### src/rtl/ud_sweep_ctrl_pkg.sv
// Shared definitions for the up/down sweep sequencer: FSM state encoding and
// counter direction constants.
package ud_sweep_ctrl_pkg;

   typedef enum logic [2:0] {
      ST_IDLE  = 3'd0,
      ST_UP    = 3'd1,
      ST_DWELL = 3'd2,
      ST_DOWN  = 3'd3,
      ST_DONE  = 3'd4
   } state_t;

   localparam logic DIR_UP = 1'b1;
   localparam logic DIR_DN = 1'b0;

endpackage

### src/rtl/ud_counter_core.sv
// WIDTH-bit up/down counter register: load has priority over a count step.
module ud_counter_core #(
   parameter int WIDTH = 4
) (
   input  logic             clk,
   input  logic             rst,
   input  logic             load,
   input  logic [WIDTH-1:0] load_val,
   input  logic             en,
   input  logic             up_down,
   output logic [WIDTH-1:0] count
);

   always_ff @(posedge clk) begin
      if (rst) begin
         count <= '0;
      end else if (load) begin
         count <= load_val;
      end else if (en) begin
         count <= up_down ? count + 1'b1 : count - 1'b1;
      end
   end

endmodule

### src/rtl/ud_sweep_ctrl.sv
// Sweep sequencer: load lo, count up to hi, optionally dwell, count down to lo, pulse done.
// Optional dwell at the ceiling is built when SWEEP_DWELL_EN is defined.
module ud_sweep_ctrl
   import ud_sweep_ctrl_pkg::*;
#(
   parameter int WIDTH   = 4,
   parameter int DWELL_W = 4
) (
   input  logic               clk,
   input  logic               rst,
   input  logic               start,
   input  logic               abort,
   input  logic [WIDTH-1:0]   lo_limit,
   input  logic [WIDTH-1:0]   hi_limit,
`ifdef SWEEP_DWELL_EN
   input  logic [DWELL_W-1:0] dwell_cycles,
`endif
   output logic [WIDTH-1:0]   count,
   output logic               dir,
   output logic               cnt_en,
   output logic               busy,
   output logic               done,
   output logic               err,
   output state_t             state_dbg
);

   state_t           state, state_nx;
   logic [WIDTH-1:0] lo_r, hi_r;
   logic             dir_r, err_r;
   logic             accept, reject, turn, step;

`ifdef SWEEP_DWELL_EN
   logic [DWELL_W-1:0] dwell_r, timer;
`endif

   always_ff @(posedge clk) begin
      if (rst) begin
         state <= ST_IDLE;
         lo_r  <= '0;
         hi_r  <= '0;
         dir_r <= DIR_UP;
         err_r <= 1'b0;
      end else begin
         state <= state_nx;
         err_r <= reject;
         if (accept) begin
            lo_r  <= lo_limit;
            hi_r  <= hi_limit;
            dir_r <= DIR_UP;
         end else if (turn) begin
            dir_r <= DIR_DN;
         end
      end
   end

`ifdef SWEEP_DWELL_EN
   always_ff @(posedge clk) begin
      if (rst) begin
         dwell_r <= '0;
         timer   <= '0;
      end else begin
         if (accept) dwell_r <= dwell_cycles;
         timer <= (state == ST_DWELL && state_nx == ST_DWELL) ? timer + 1'b1 : '0;
      end
   end
`endif

   // Abort overrides every transition and suppresses the counter step on the same edge.
   always_comb begin
      state_nx = state;
      accept   = 1'b0;
      reject   = 1'b0;
      turn     = 1'b0;
      step     = 1'b0;
      case (state)
         ST_IDLE: begin
            if (start && !abort) begin
               if (lo_limit <= hi_limit) begin
                  accept   = 1'b1;
                  state_nx = ST_UP;
               end else begin
                  reject = 1'b1;
               end
            end
         end
         ST_UP: begin
            if (count != hi_r) begin
               step = 1'b1;
`ifdef SWEEP_DWELL_EN
            end else if (dwell_r != '0) begin
               state_nx = ST_DWELL;
`endif
            end else begin
               state_nx = ST_DOWN;
               turn     = 1'b1;
            end
         end
         ST_DWELL: begin
`ifdef SWEEP_DWELL_EN
            if (timer == dwell_r - 1'b1) begin
               state_nx = ST_DOWN;
               turn     = 1'b1;
            end
`else
            state_nx = ST_IDLE;
`endif
         end
         ST_DOWN: begin
            if (count != lo_r) step = 1'b1;
            else               state_nx = ST_DONE;
         end
         ST_DONE: state_nx = ST_IDLE;
         default: state_nx = ST_IDLE;
      endcase
      if (abort && state != ST_IDLE) begin
         state_nx = ST_IDLE;
         turn     = 1'b0;
         step     = 1'b0;
      end
   end

   ud_counter_core #(.WIDTH(WIDTH)) u_core (
      .clk      (clk),
      .rst      (rst),
      .load     (accept),
      .load_val (lo_limit),
      .en       (step),
      .up_down  (dir_r),
      .count    (count)
   );

   assign dir       = dir_r;
   assign cnt_en    = step;
   assign busy      = (state == ST_UP) || (state == ST_DWELL) || (state == ST_DOWN);
   assign done      = (state == ST_DONE);
   assign err       = err_r;
   assign state_dbg = state;

endmodule

### config.mk
export PLATFORM = sky130hd
export DESIGN_NAME = ud_sweep_ctrl
export DESIGN_NICKNAME = d
export VERILOG_FILES = /design/src/rtl/ud_sweep_ctrl_pkg.sv /design/src/rtl/ud_counter_core.sv /design/src/rtl/ud_sweep_ctrl.sv
export SDC_FILE = /design/constraint.sdc
export NUM_CORES = 1
export LEC_CHECK = 0
export CAP_MARGIN = 20
export CORE_MARGIN = 4
export CORE_UTILIZATION = 44
export DETAILED_ROUTE_END_ITERATION = 8
export GPL_ROUTABILITY_DRIVEN = 0
export HOLD_SLACK_MARGIN = 0.06
export MAX_ROUTING_LAYER = met4
export PLACE_DENSITY = 0.79
export SLEW_MARGIN = 15
export SYNTH_ARGS = -nofsm -noshare
export SYNTH_HDL_FRONTEND = slang
export SYNTH_HIERARCHICAL = 1
export SYNTH_SLANG_ARGS = --single-unit
### constraint.sdc
create_clock -name clk -period 2.4 [get_ports clk]
set_clock_uncertainty 0.05 [all_clocks]
set_input_delay 0.36 -clock clk [delete_from_list [all_inputs] [get_ports clk]]
set_output_delay 0.36 -clock clk [all_outputs]
set_load 0.02 [all_outputs]
==> flow_metrics.py, run 1 <==
metrics = {
    "run_status": {
        "status": "complete, no violations",
    },
    "finish": {
        "final_core_util": 0.6597,
        "drive_gt1_frac": 0.2171,
        "area_delta_synth_final_pct": 38.09,
        "stdcell_count": 180,
        "fillers": 192,
        "diodes": 0,
        "nets": 172,
    },
    "critical_path": {
        "cp.required_ps": 2540,
        "crit_fanout": 4,
        "end_kind": "flop",
        "crit_arrival_ps": 2500,
        "reg2reg_slack_ps": 210,
        "r2r-start": "u_core/count[1]",
        "r2r-end": "u_core/count[3]",
        "ff2ff_path_depth": 8,
        "cp-start-kind": "input pin",
        "critPathKind": "input pin to flop",
    },
    "synthesis": {
        "ys_ff_latch": 17,
        "synth_ff_type": "dfxtp_1",
        "synth_area_leader_cell": "dfxtp_1",
        "syn-num-nets": 136,
        "synthesis.area_um2": 1087,
        "synthArstFlopShare": 0,
        "yosysTopAreaCellShare": 0.3130,
        "synth_edf_count": 0,
        "synth_cells": 117,
        "ys_seq_area_frac": 0.3130,
        "synthTopCellsByArea": "dfxtp_1 31%, nand2b_1 11%, mux2i_1 9.2%",
        "synth.avg_cell_area_um2": 9.293,
        "ys.warnings.count": 6,
        "synthDistinctLibCells": 37,
    },
    "routing": {
        "via_count": 933,
        "drtAntennaViolNets": 0,
        "wire_per_inst_um": 14.39,
        "dr.first_iter.drc_count": 16,
        "first_pass_iters": 4,
        "wirelength_um": 2591,
        "route.detailed.drc": 0,
        "vias_per_cell": 5.183,
    },
    "hold_path": {
        "hold_path_depth": 3,
        "hp-start": "hi_limit[1]",
        "min_path_type": "input pin to flop",
        "hold_end": "hi_r[1]",
    },
    "place": {
        "place_inst": 176,
        "dp_hpwl_um": 2004,
        "portBuffers": 23,
    },
    "floorplanning": {
        "fp.dieH_um": 57.71,
        "coreArea_um2": 2276,
        "die_area_um2": 3330,
        "core.rowCount": 17,
        "die_w_um": 57.71,
        "io_pins": 24,
        "start_util": 0.4777,
    },
    "sta": {
        "period_share": 0.9838,
        "max_slew.worst_pin.slew_ps": 559.3,
        "hold_viol": 0,
        "max_slew_margin": 0.6259,
        "drv_slew": 0,
        "max_freq_ghz": 0.4235,
        "period_needed_ps": 2361,
        "finalSetupViolCount": 0,
    },
    "grt": {
        "grt.total_usage": 0.1657,
        "antenna_found_initial": 0,
        "grt_max_degree": 17,
        "grt_pass1_vias": 981,
        "grt.overflow.total": 0,
        "grt_pass1_wl_um": 4305,
    },
    "cts": {
        "clkTransAtPathRegs_ps": 110,
        "cts_buffer_depth": 2,
        "cts_sinks": 17,
        "h-tree-depth": 1,
        "cts_tree": "done",
        "cts_buffers": 3,
        "cts_root_buffer": "clkbuf_4",
        "clk_latency_ps": 300,
    },
    "power": {
        "p_leak_nw": 0.6527,
        "irDropWorstVdd_mv": 0.2788,
        "power.density_nw_per_um2": 445.2,
    },
    "job": {
        "cap_violations": 0,
    },
}
-- layout make-up --
cell class	instances	area (um^2)	share of cell area
flip-flops and latches	17	342.8	0.2283
repair buffers	35	332.8	0.2217
inverters	5	18.77	0.01250
well taps	28	35.03	0.02333
clock buffers	3	22.52	0.01500
clock inverters	1	5.005	0.003333
multi-input cells	91	744.5	0.4958
-- repair_timing --
| action | in CTS | in global routing |
|---|---|---|
| setup endpoints to repair | 2 | 4 |
| buffers inserted | 0 | 0 |
| gates resized for setup | 6 | 10 |
| pin swaps | 2 | 5 |
| hold buffers | 0 | 0 |
-- how the worst max path moves through the flow --
| stage | from | to | depth (start not counted) | slack, ps |
|---|---|---|---|---|
| 6_report | lo_limit[2] | u_core/count[3] | 8 | 40 |
| 2_1_floorplan | hi_limit[3] | u_core/count[3] | 10 | 60 |
| 4_1_cts | hi_limit[2] | u_core/count[3] | 9 | 10 |
| 5_1_grt | u_core/count[1] | cnt_en | 5 | -10 |
| 3_3_place_gp | hi_limit[3] | u_core/count[3] | 9 | -280 |
| 3_5_place_dp | hi_limit[2] | u_core/count[3] | 9 | -380 |
-- critical path: stages --
cell             delay, ps
clkdlybuf4s50_1        470
ha_4                   290
nand4_1                130
or4b_4                 560
o21ai_4                100
nand2b_4               170
a2111oi_2               50
a311o_2                370
-- metal layers --
| metal | up-vias | global-route usage | routed length (um) | share of wire |
|---|---|---|---|---|
| met3 | 2 | 0.03118 | 120 | 0.046 |
| met1 | 441 | 0.1835 | 1105 | 0.43 |
| met2 | 21 | 0.2887 | 1348 | 0.52 |
| met4 | 0 | 0.06954 | 17 | 0.0066 |
| li1 | 469 | - | - | - |
| met5 | - | - | 0 | 0 |
-- where the power goes --
group | switching (W) | leakage [nW] | internal [W]
Sequential | 0.0000148 | 0.139 | 0.000297
Clock | 0.000100 | 0.0177 | 0.0000621
Combinational | 0.0000913 | 0.496 | 0.000103
-- synthesized netlist by cell type, types with 2 or more instances --
master    instances
nor2_1            8
nand2b_1         19
dfxtp_1          17
inv_1             5
nor3_1            3
o21ai_0           2
mux2i_1          10
xor2_1            6
a21oi_1           4
nand2_1           5
xnor2_1           5
ha_1              6
clkbuf_1          2
nand3_1           2
-- cells by family after synthesis --
| kind of cell | count (synthesis) | synth area share |
|---|---|---|
| buf+inv | 9 | 0.04833 |
| compound gates | 13 | 0.09551 |
| xor+xnor | 11 | 0.08861 |
| flops | 17 | 0.3130 |
| simple gates | 49 | 0.2647 |
| fa+ha+maj | 7 | 0.08746 |
| mux | 11 | 0.1024 |
-- registers in the layout (all words and copies together), names as in the netlist --
name and flops:
lo_r 4, u_core/count 4, dir 1, state_dbg 3
err 1, hi_r 4
-- layout by cell type, fill, tap and decap left out, drive strengths merged --
| master | netlist | layout |
|---|---|---|
| clkinv | 0 | 1 |
| nor2b | 1 | 1 |
| xnor2 | 5 | 5 |
| a21boi | 1 | 1 |
| mux2i | 10 | 10 |
| or4b | 1 | 1 |
| dfxtp | 17 | 17 |
| nor4 | 1 | 1 |
| or3b | 1 | 1 |
| dlymetal6s2s | 0 | 4 |
| buf | 2 | 12 |
| nand2 | 5 | 5 |
| or3 | 2 | 2 |
| ha | 6 | 6 |
| dlygate4sd2 | 0 | 1 |
| o21ai | 3 | 3 |
| inv | 5 | 5 |
| nand2b | 19 | 19 |
| nor3b | 2 | 2 |
| nand3 | 2 | 2 |
| clkbuf | 2 | 3 |
| and3b | 1 | 1 |
| nand4 | 1 | 1 |
| a311o | 1 | 1 |
| nand3b | 1 | 1 |
| nor2 | 8 | 8 |
| a21oi | 4 | 4 |
| a211o | 1 | 1 |
| nor3 | 3 | 3 |
| a32o | 1 | 1 |
| mux2 | 1 | 1 |
| and2 | 1 | 1 |
| clkdlybuf4s50 | 0 | 18 |
| fa | 1 | 1 |
| o41a | 1 | 1 |
| xor2 | 6 | 6 |
| a2111oi | 1 | 1 |
-- through the flow --
stage               worst slack [ps]  setup TNS [ps]  instance area, um^2  hold WS (ps)  total power, W
finish                         38.96               0                 1501         314.2       0.0006685
global route                  -13.50          -13.50                 1501         311.9       0.0007101
CTS                            9.502               0                 1461         454.2       0.0006654
detailed placement            -378.4           -2057                 1409         435.7       0.0004993
global placement              -280.1           -1205                 1409         421.8       0.0004938
floorplan                      62.80               0                 1087         379.1       0.0004260
Note: power is estimated with default switching activity, not from simulation.
==> run 2: changes to the inputs <==
--- a/config.mk
+++ b/config.mk
@@ -18,3 +18,4 @@
 export SYNTH_HDL_FRONTEND = slang
 export SYNTH_HIERARCHICAL = 1
 export SYNTH_SLANG_ARGS = --single-unit
+export TNS_END_PERCENT = 100
==> constraint.sdc (replaced) <==
create_clock -name clk -period 2.1 [get_ports clk]
set_clock_uncertainty 0.05 [all_clocks]
set_input_delay 0.315 -clock clk [delete_from_list [all_inputs] [get_ports clk]]
set_output_delay 0.315 -clock clk [all_outputs]
set_load 0.02 [all_outputs]
==> flow_metrics.py, run 2 (synthesized netlist as in run 1, its figures left out) <==
metrics = {
    "critical_path": {
        "path_delay_family": "simple AND/OR/NAND/NOR gates",
        "worstSetupEndpoint": "u_core/count[3]",
        "cpMostUsedCell": "buf_4",
        "path_depth": 8,
        "crit_path_start": "u_core/count[3]",
        "crit_slowest_cell": "or3_1",
        "r2r-start": "u_core/count[3]",
        "ff2ff_path_depth": 8,
        "cp-start-kind": "flop",
        "path_cells": "buf_4 > xor2_1 > or3_1 > and3b_2 > buf_4 > or3b_1 > a21oi_1 > a311o_2",
        "reg2reg_slack_ps": 10,
        "r2r-end": "u_core/count[3]",
        "max_stage_delay_ps": 360,
        "end_kind": "flop",
        "cp.required_ps": 2300,
        "crit_buf_inv": 2,
        "crit_arrival_ps": 2290,
        "crit_fanout": 6,
        "critPathKind": "flop to flop",
    },
    "sta": {
        "period_needed_ps": 2090,
        "fin_ws_ps": 9.797,
        "holdWs_ps": 388.5,
        "period_share": 0.9953,
        "hold_viol": 0,
        "max_freq_ghz": 0.4784,
        "drv_slew": 0,
        "max_slew.worst_pin.slew_ps": 463.6,
        "finalSetupViolCount": 0,
        "rsz0062_at_grt": "yes",
        "finalSetupTns_ps": 0,
        "max_slew_margin": 0.6900,
    },
    "grt": {
        "antenna_found_initial": 0,
        "grt.total_usage": 0.1591,
        "grt_max_degree": 16,
        "grt.overflow.total": 0,
        "grt_pass1_vias": 952,
        "grt_pass1_wl_um": 4146,
    },
    "finish": {
        "diodes": 0,
        "stdcell_count": 187,
        "final_common_cell": "nand2b_1",
        "layout_common_cells": "18 x nand2b_1, 17 x buf_4, 14 x dfxtp_1, 14 x clkdlybuf4s50_1, 10 x mux2i_1",
        "top_regs": "hi_r (4), lo_r (4), u_core/count (4)",
        "nets": 179,
        "final_core_util": 0.6938,
        "drive_gt1_frac": 0.3082,
        "area_delta_synth_final_pct": 45.22,
    },
    "routing": {
        "route.detailed.drc": 0,
        "drtAntennaViolNets": 0,
        "first_pass_iters": 4,
        "drt-met1-wl_um": 1017,
        "via_count": 953,
        "dr_wl_met3_um": 113,
        "wl_met2_um": 1283,
        "dr.first_iter.drc_count": 21,
        "wirelength_um": 2414,
        "top_layer": "met3",
        "wire_per_inst_um": 12.91,
        "vias_per_cell": 5.096,
    },
    "run_status": {
        "status": "complete, no violations",
    },
    "cts": {
        "cts_sinks": 17,
        "h-tree-depth": 1,
        "cts_buffer_depth": 2,
        "clkTransAtPathRegs_ps": 100,
        "cts_tree": "done",
        "cts_root_buffer": "clkbuf_4",
        "clk_latency_ps": 290,
        "cts_buffers": 3,
    },
    "hold_path": {
        "min_path_type": "input pin to flop",
    },
    "floorplanning": {
        "coreArea_um2": 2276,
        "start_util": 0.4777,
        "core.rowCount": 17,
        "io_pins": 24,
        "die_area_um2": 3330,
        "fp.dieH_um": 57.71,
        "die_w_um": 57.71,
    },
    "place": {
        "portBuffers": 23,
        "dp_hpwl_um": 2017,
        "place_ws_ps": -613.4,
        "place_inst": 182,
    },
    "power": {
        "p_leak_nw": 0.6555,
        "power.density_nw_per_um2": 487.1,
        "irDropWorstVdd_mv": 0.4755,
    },
    "job": {
        "cap_violations": 0,
    },
}
==> run 2: cell count changes in the layout (fill, tap and decap cells not counted), sizes merged <==
cell | before | now
buf | 12 | 21
clkbuf | 3 | 4
clkdlybuf4s15 | 0 | 1
clkdlybuf4s50 | 18 | 14
clkinv | 1 | 0
dlygate4sd2 | 1 | 6
dlymetal6s2s | 4 | 0
==> run 2: through the flow <==
stage,instance area (um^2),power [W]
after floorplan,1169,0.0004968
after global placement,1535,0.0005936
after detailed placement,1535,0.0006002
after CTS,1559,0.0007778
after global routing,1579,0.0008238
final,1579,0.0007691
==> run 2: worst min-delay path, stage by stage <==
cell and delay (ps):
buf_2 100, buf_6 130, nand2b_1 70, mux2i_1 60
==> run 2: what timing repair did <==
action	4_1_cts	5_1_grt
gates resized for setup	20	4
buffers inserted	0	1
setup endpoints to repair	14	4
gates cloned	0	0
endpoints found under the hold margin	0	0
hold buffers	0	0
pin swaps	5	5
==> run 2: worst min-delay path by stage <==
stage	from	end	slack (ps)	cells past startpoint
6_report	hi_limit[2]	hi_r[2]	390	4
5_1_grt	hi_limit[2]	hi_r[2]	420	4
3_5_place_dp	hi_r[2]	hi_r[2]	430	2
2_1_floorplan	rst	u_core/count[0]	330	1
3_3_place_gp	lo_r[0]	lo_r[0]	420	2
4_1_cts	hi_limit[2]	hi_r[2]	380	4
==> run 2: final cells by class <==
| cell class | instances | area (um^2) |
|---|---|---|
| repair buffers | 42 | 362.8 |
| flip-flops and latches | 17 | 344.1 |
| well taps | 28 | 35.03 |
| inverters | 5 | 36.28 |
| fillers | 170 | 696.9 |
| clock buffers | 4 | 26.28 |
| multi-input cells | 91 | 774.5 |
==> run 2: metal layers <==
layer	GRT usage	vias to the layer above
li1	-	490
met1	0.1847	444
met2	0.2855	19
met3	0.04232	0
met4	0.009934	0
met5	-	-
==> run 2: power by group <==
group | internal [W] | switching [W]
Sequential | 0.000340 | 0.0000152
Clock | 0.0000739 | 0.000100
Combinational | 0.000130 | 0.000110
Total | 0.000544 | 0.000225
